--- config.mk ---
export PLATFORM = sky130hd
export DESIGN_NAME = mpadder_arbiter
export DESIGN_NICKNAME = d
export VERILOG_FILES = /design/src/rtl/mpadder_pkg.sv /design/src/rtl/rr_arbiter2.sv /design/src/rtl/mpadder_arbiter.sv
export SDC_FILE = /design/constraint.sdc
export NUM_CORES = 1
export LEC_CHECK = 0
export BUFFER_PORTS_ARGS = -buffer_cell sky130_fd_sc_hd__buf_2
export CAP_MARGIN = 0
export CORE_AREA = 2 2 403 405
export DETAILED_ROUTE_END_ITERATION = 12
export DIE_AREA = 0 0 405 407
export PLACE_DENSITY_LB_ADDON = 0.1
export SYNTH_ARGS = -nofsm -noshare
export SYNTH_HDL_FRONTEND = slang
export SYNTH_HIERARCHICAL = 1
export SYNTH_SLANG_ARGS = --single-unit
--- constraint.sdc ---
create_clock -name clk -period 2.6 [get_ports clk]
set_input_delay 0.52 -clock clk [delete_from_list [all_inputs] [get_ports clk]]
set_output_delay 0.52 -clock clk [all_outputs]
set_load 0.005 [all_outputs]
--- src/rtl/mpadder_pkg.sv ---
// Shared types for the multi-precision adder arbiter: operand width,
// FSM state encoding and requester id.
package mpadder_pkg;

  localparam int MP_WIDTH = 128;

  typedef enum logic [1:0] {
    IDLE  = 2'd0,
    ISSUE = 2'd1,
    WAIT  = 2'd2,
    RESP  = 2'd3
  } state_t;

  typedef logic owner_t;

endpackage

--- src/rtl/rr_arbiter2.sv ---
// Two-request grant picker producing a one-hot grant.
// MPADDER_ARB_RR_EN selects round-robin; otherwise requester 0 wins ties.
module rr_arbiter2 (
  input  logic       clk,
  input  logic       rst,
  input  logic [1:0] req,
  input  logic       accept,
  output logic [1:0] gnt
);

`ifdef MPADDER_ARB_RR_EN
  // ptr_reg = 0 favours requester 0 on a tie, 1 favours requester 1.
  logic ptr_reg;

  always_ff @(posedge clk) begin
    if (rst) begin
      ptr_reg <= 1'b0;
    end else if (accept && (gnt != 2'b00)) begin
      ptr_reg <= gnt[0];
    end
  end

  always_comb begin
    gnt = req;
    if (req == 2'b11) begin
      gnt = ptr_reg ? 2'b10 : 2'b01;
    end
  end
`else
  logic unused_ok;
  assign unused_ok = ^{clk, rst, accept};

  always_comb begin
    gnt = req;
    if (req == 2'b11) begin
      gnt = 2'b01;
    end
  end
`endif

endmodule

--- src/rtl/mpadder_arbiter.sv ---
// Shares one start/done multi-precision adder between two requesters.
// Tie-breaking is round-robin when MPADDER_ARB_RR_EN is defined, else fixed priority.
module mpadder_arbiter
  import mpadder_pkg::*;
#(
  parameter int WIDTH = MP_WIDTH
) (
  input  logic             clk,
  input  logic             rst,
  input  logic             req0_valid,
  output logic             req0_ready,
  input  logic [WIDTH-1:0] req0_a,
  input  logic [WIDTH-1:0] req0_b,
  input  logic             req1_valid,
  output logic             req1_ready,
  input  logic [WIDTH-1:0] req1_a,
  input  logic [WIDTH-1:0] req1_b,
  output logic             rsp0_valid,
  input  logic             rsp0_ready,
  output logic             rsp1_valid,
  input  logic             rsp1_ready,
  output logic [WIDTH:0]   rsp_c,
  output logic             add_start,
  output logic [WIDTH-1:0] add_a,
  output logic [WIDTH-1:0] add_b,
  input  logic [WIDTH:0]   add_c,
  input  logic             add_done
);

  state_t           state_reg, state_next;
  logic [WIDTH-1:0] a_reg, b_reg;
  logic [WIDTH:0]   c_reg;
  owner_t           owner_reg;
  logic [1:0]       gnt;
  logic             accept;

  rr_arbiter2 u_arb (
    .clk    (clk),
    .rst    (rst),
    .req    ({req1_valid, req0_valid}),
    .accept (accept),
    .gnt    (gnt)
  );

  // Requests are only considered in IDLE and never while reset is held.
  assign accept = (state_reg == IDLE) && !rst && (gnt != 2'b00);

  always_comb begin
    state_next = state_reg;
    req0_ready = 1'b0;
    req1_ready = 1'b0;
    rsp0_valid = 1'b0;
    rsp1_valid = 1'b0;
    add_start  = 1'b0;
    case (state_reg)
      IDLE: begin
        req0_ready = accept && gnt[0];
        req1_ready = accept && gnt[1];
        if (accept) state_next = ISSUE;
      end
      ISSUE: begin
        add_start  = 1'b1;
        state_next = WAIT;
      end
      WAIT: begin
        if (add_done) state_next = RESP;
      end
      RESP: begin
        rsp0_valid = (owner_reg == 1'b0);
        rsp1_valid = (owner_reg == 1'b1);
        if ((owner_reg == 1'b0 && rsp0_ready) || (owner_reg == 1'b1 && rsp1_ready)) begin
          state_next = IDLE;
        end
      end
      default: state_next = IDLE;
    endcase
  end

  always_ff @(posedge clk) begin
    if (rst) begin
      state_reg <= IDLE;
      a_reg     <= '0;
      b_reg     <= '0;
      c_reg     <= '0;
      owner_reg <= 1'b0;
    end else begin
      state_reg <= state_next;
      if (accept) begin
        a_reg     <= gnt[1] ? req1_a : req0_a;
        b_reg     <= gnt[1] ? req1_b : req0_b;
        owner_reg <= gnt[1];
      end
      if (state_reg == WAIT && add_done) begin
        c_reg <= add_c;
      end
    end
  end

  assign add_a = a_reg;
  assign add_b = b_reg;
  assign rsp_c = c_reg;

endmodule
After elaboration in Yosys (flattened, before gate mapping) --
Cells that the tools add are included.
Storage, ports and cells: register bits 388, input bits 648
Cells by class: equal/unequal tests 7, multiplexer cells 12, bitwise logic cells 1, reduce and logical (&&, ||, !) cells 12
Operators with widths (number):
- $mux W128 | 2
- $mux W2 | 4
- $pmux W2 S4 | 1
- $logic_and A1 B1 Y1 | 7
- $eq A2 B2 Y1 const B | 3
- $ne A2 B2 Y1 const B | 3
- $mux W1 | 5
- $reduce_and A3 Y1 | 1
- $eq A2 B1 Y1 const B | 1
- $logic_not A2 Y1 | 1
- $reduce_bool A2 Y1 | 1
- $logic_not A1 Y1 | 1
- $logic_or A1 B1 Y1 | 1
- $not A1 Y1 | 1

Longest topological paths before layout --
depth after elaboration 6, mapped depth 9, depth with buffers taken out 5

Modules after synthesis --
The synthesis kept the hierarchy.
Modules (own cells, without submodules):
- mpadder_arbiter | times used 1, cells each 1758, area each 17446.7 um2, seq. area each 7767.4 um2
- rr_arbiter2 | times used 1, cells each 2, area each 10.0 um2, seq. area each 0.0 um2

Least setup slack after synthesis --
Ideal clock, no wire load.
path type input to output, from input port req1_valid, to output port req1_ready, arrival time 1.453 ns, required time 2.080 ns, slack 0.627 ns, cell stages on the path 5, buffers on the path 3, path through nor2b_1 buf_4 buf_2 buf_2 and2_1
Between the ends: longest elaborated chain between the ends 6
RTL lines:
- from (decl) | line mpadder_arbiter.sv:14 | input logic req1_valid,
- $eq A2 B2 Y1 | line rr_arbiter2.sv:35 | if (req == 2'b11) begin
- $mux W2 * | line rr_arbiter2.sv:35
- $reduce_bool A2 Y1 | line mpadder_arbiter.sv:46 | assign accept = (state_reg == IDLE) && !rst && (gnt != 2'b00);
- $logic_and A1 B1 Y1 | line mpadder_arbiter.sv:46
- $logic_and A1 B1 Y1 * | line mpadder_arbiter.sv:58 | req1_ready = accept && gnt[1];
- $mux W1 * | line mpadder_arbiter.sv:55 | case (state_reg)
- to (decl) | line mpadder_arbiter.sv:15 | output logic req1_ready,
Every way passes the cells marked *; elsewhere a longest branch is shown, timed or not.

Worst setup path in the final report --
from register state_reg[0], to output port req1_ready
Between the ends: longest elaborated chain between the ends 5
RTL lines:
- from (decl) | line mpadder_arbiter.sv:30 | state_t state_reg, state_next;
- from (signal assigned) | line mpadder_arbiter.sv:87 | state_reg <= state_next;
- $logic_not A2 Y1 * | line mpadder_arbiter.sv:46, mpadder_arbiter.sv:55
- $logic_and A1 B1 Y1 (2 in a row) | line mpadder_arbiter.sv:46
- $logic_and A1 B1 Y1 | line mpadder_arbiter.sv:58
- $mux W1 * | line mpadder_arbiter.sv:55
Marks and branches as above.

==> impl_results.md <==
- Worst hold stages: 3
- Worst slack, placed: 0.4102 ns
- Antenna Nets Post-Route: 0
- # rows: 147
- WHS: 0.1013 ns
- Post-synthesis cell count: 1760
- Cell with the most instances after synthesis: dfxtp_1
- CTS Buf Count: 55
- CP Launch Type: register
- Pwr per Cell Area: 819.3 mW/mm^2
- Top cell type's share of synthesized area: 44.50%
- RSZ-0062 raised after global routing: no
- Setup tns final: 0 ns
- Vias/cell: 3.511
- Die Height: 407 um
- Clock insertion delay at the later pin of the skew report: 0.64 ns
- CTS Sinks: 388
- Commonest cells in the netlist: 388 x dfxtp_1, 385 x a21oi_1, 259 x mux2i_1, 259 x nand2_1, 230 x a211oi_2
- Post-route DRC: 0
- Synth top area cells: dfxtp_1 44%, a211oi_2 16%, mux2i_1 15%
- Post_cts resized: 0
- Final Wtd Congestion: 0.7746
- Maximum vdd drop: 465.0 uV
- Layout cells sized above 1: 51.24%
- DRT Wirelength: 103.8 mm
- Synth Register Bits: 388
- Clock skew: 0.02249 ns
- Max-slew headroom: 46.67%
- Unique masters post-synth: 19
- Setup CP Type: reg -> out
- Required time of the critical path: 2.08 ns
- Die area: 0.1648 mm^2
- Yosys Warn Count: 6
- Max_cap viols: 0
- Total track usage: 11.85%
- CTS tree: built
- Hold Path Class: in -> reg
- Initial antenna violation count: 65
- Seq/Total Area, Yosys: 44.50%
- Initial Util: 10.90%
- Dominant synthesized flop cell: dfxtp_1
- Max Slew Vio Count: 0
- Initial DRC count: 611
- Clock Tree Buf Depth: 3
- FFs w/ async S/R, synth: 0%
- Largest net degree at the start of global routing: 88
- I/O pin count: 1038
- Clock tree root driver cell: clkbuf_16
- Routed length per instance: 20.93 um
- Worst slew pin tran: 0.7999 ns
- Clk slew on worst S/H paths: 0.06 ns
- Global-route wire length before repair: 139.6 mm
- Status: completed
- Post-layout minimum cycle time: 2.374 ns
- Port Buf Inserts: 1037
- Nets: 3391
- Max FO, Critical Path: 5
- F_max: 0.4212 GHz
- Critical path arrival: 1.85 ns
- Largest area contributor in the netlist: dfxtp_1
- Die W: 405 um
- Number of flops mapped to enable cells by yosys: 0
- Vias in the first global route: 17930
- Mapped Area: 0.01746 mm^2
- Crit path capture type: output pin
- Endpoints failing setup: 0
- Pleak: 11.21 nW
- DR pass1 iterations: 4
- Vias: 17420
- Dpl hpwl: 80.84 mm
- Endpoints failing hold: 0
- P&R area growth vs syn: 55.86%
- Net Count, Synth: 2413
- Core area: 0.1602 mm^2
- Avg Inst Size Synth: 9.919 um^2
- Tcrit/Tclk final: 91.31%
- H-Tree Depth: 2
- GRT Residual Overflow: 0
- Worst R2R Path Depth: 8
- Final worst-path setup slack: 0.2259 ns
- Max reg flops: 129
## worst max-delay path, stage by stage (launching register included)
cell and delay [ns]:
dfxtp_1 0.34, inv_1 0.12, ha_1 0.19, nor2b_4 0.20
and2_1 0.19, buf_2 0.18
## metrics by stage
step | area, um^2 | power, mW | instances | utilization (%)
5_1_grt | 27170 | 23.68 | 4946 | 16.96
2_1_floorplan | 17460 | 11.37 | 1760 | -
3_3_place_gp | 25370 | 15.00 | 4840 | 15.84
4_1_cts | 27160 | 22.96 | 4941 | 16.95
3_5_place_dp | 25370 | 14.95 | 4840 | 15.84
6_report | 27210 | 22.29 | 4960 | 16.98
## kinds of logic (layout without fill, tap and decap cells)
| kind of cell | count (synthesis) | after routing | share of synthesized area [%] |
|---|---|---|---|
| compound gates | 645 | 645 | 28.82 |
| flops | 388 | 388 | 44.50 |
| simple gates | 273 | 273 | 6.071 |
| mux | 259 | 259 | 14.85 |
| buf+inv | 190 | 1211 | 5.404 |
| fa+ha+maj | 5 | 5 | 0.3584 |
| other cells | 0 | 19 | 0 |
## path summary, 6_finish.rpt
check | start | endpoint | slack (ns)
worst max register to register | state_reg[0] | add_a[114] | 0.47
worst max-delay path | state_reg[0] | req1_ready | 0.23
worst min-delay path | add_c[81] | rsp_c[81] | 0.10
worst min register to register | rsp_c[94] | rsp_c[94] | 0.45
## power by group
group / leakage, nW / switching [mW] / total (mW) / internal, mW
Combinational: 7.17 / 4.12 / 7.01 / 2.89
Clock: 0.868 / 3.16 / 7.70 / 4.54
Sequential: 3.18 / 0.572 / 7.57 / 7.00
Total: 11.2 / 7.85 / 22.3 / 14.4
## placed cells by master, fill, tap and decap left out, types with 4 or more instances in the layout
cell       count
a211oi_2     230
buf_12        31
buf_2       1036
clkbuf_1      20
clkbuf_16     56
clkinv_2       9
dfxtp_1      388
diode_2       19
clkbuf_8       7
buf_4         41
a211oi_1      26
a21oi_1      385
ha_1           5
nand2b_1       4
bufinv_16      4
nand2_1      258
mux2i_1      259
## layer usage
| layer | wire [um] | track usage, % | vias up |
|---|---|---|---|
| met5 | 396 | 0 | - |
| met4 | 3542 | 4.131 | 62 |
| met3 | 9130 | 4.521 | 200 |
| met2 | 50590 | 20.51 | 687 |
| met1 | 40170 | 13.19 | 8113 |
| li1 | - | - | 8354 |
## final cells by class
cell class                 instances  area [um^2]
antenna                           19        47.55
clock buffer                      83         1573
clock inverter                    17        205.2
fill                           18260       133000
inverter                           2        7.507
multi-input combinational       1182         8776
sequential                       388         7767
tap                             2160         2703
timing repair buffer            1109         6128
## timing repair
item                       CTS  global route
setup endpoints to repair    2             0
hold buffers                 0             0
buffers inserted             1             0
(Power assumes the default switching activity.)
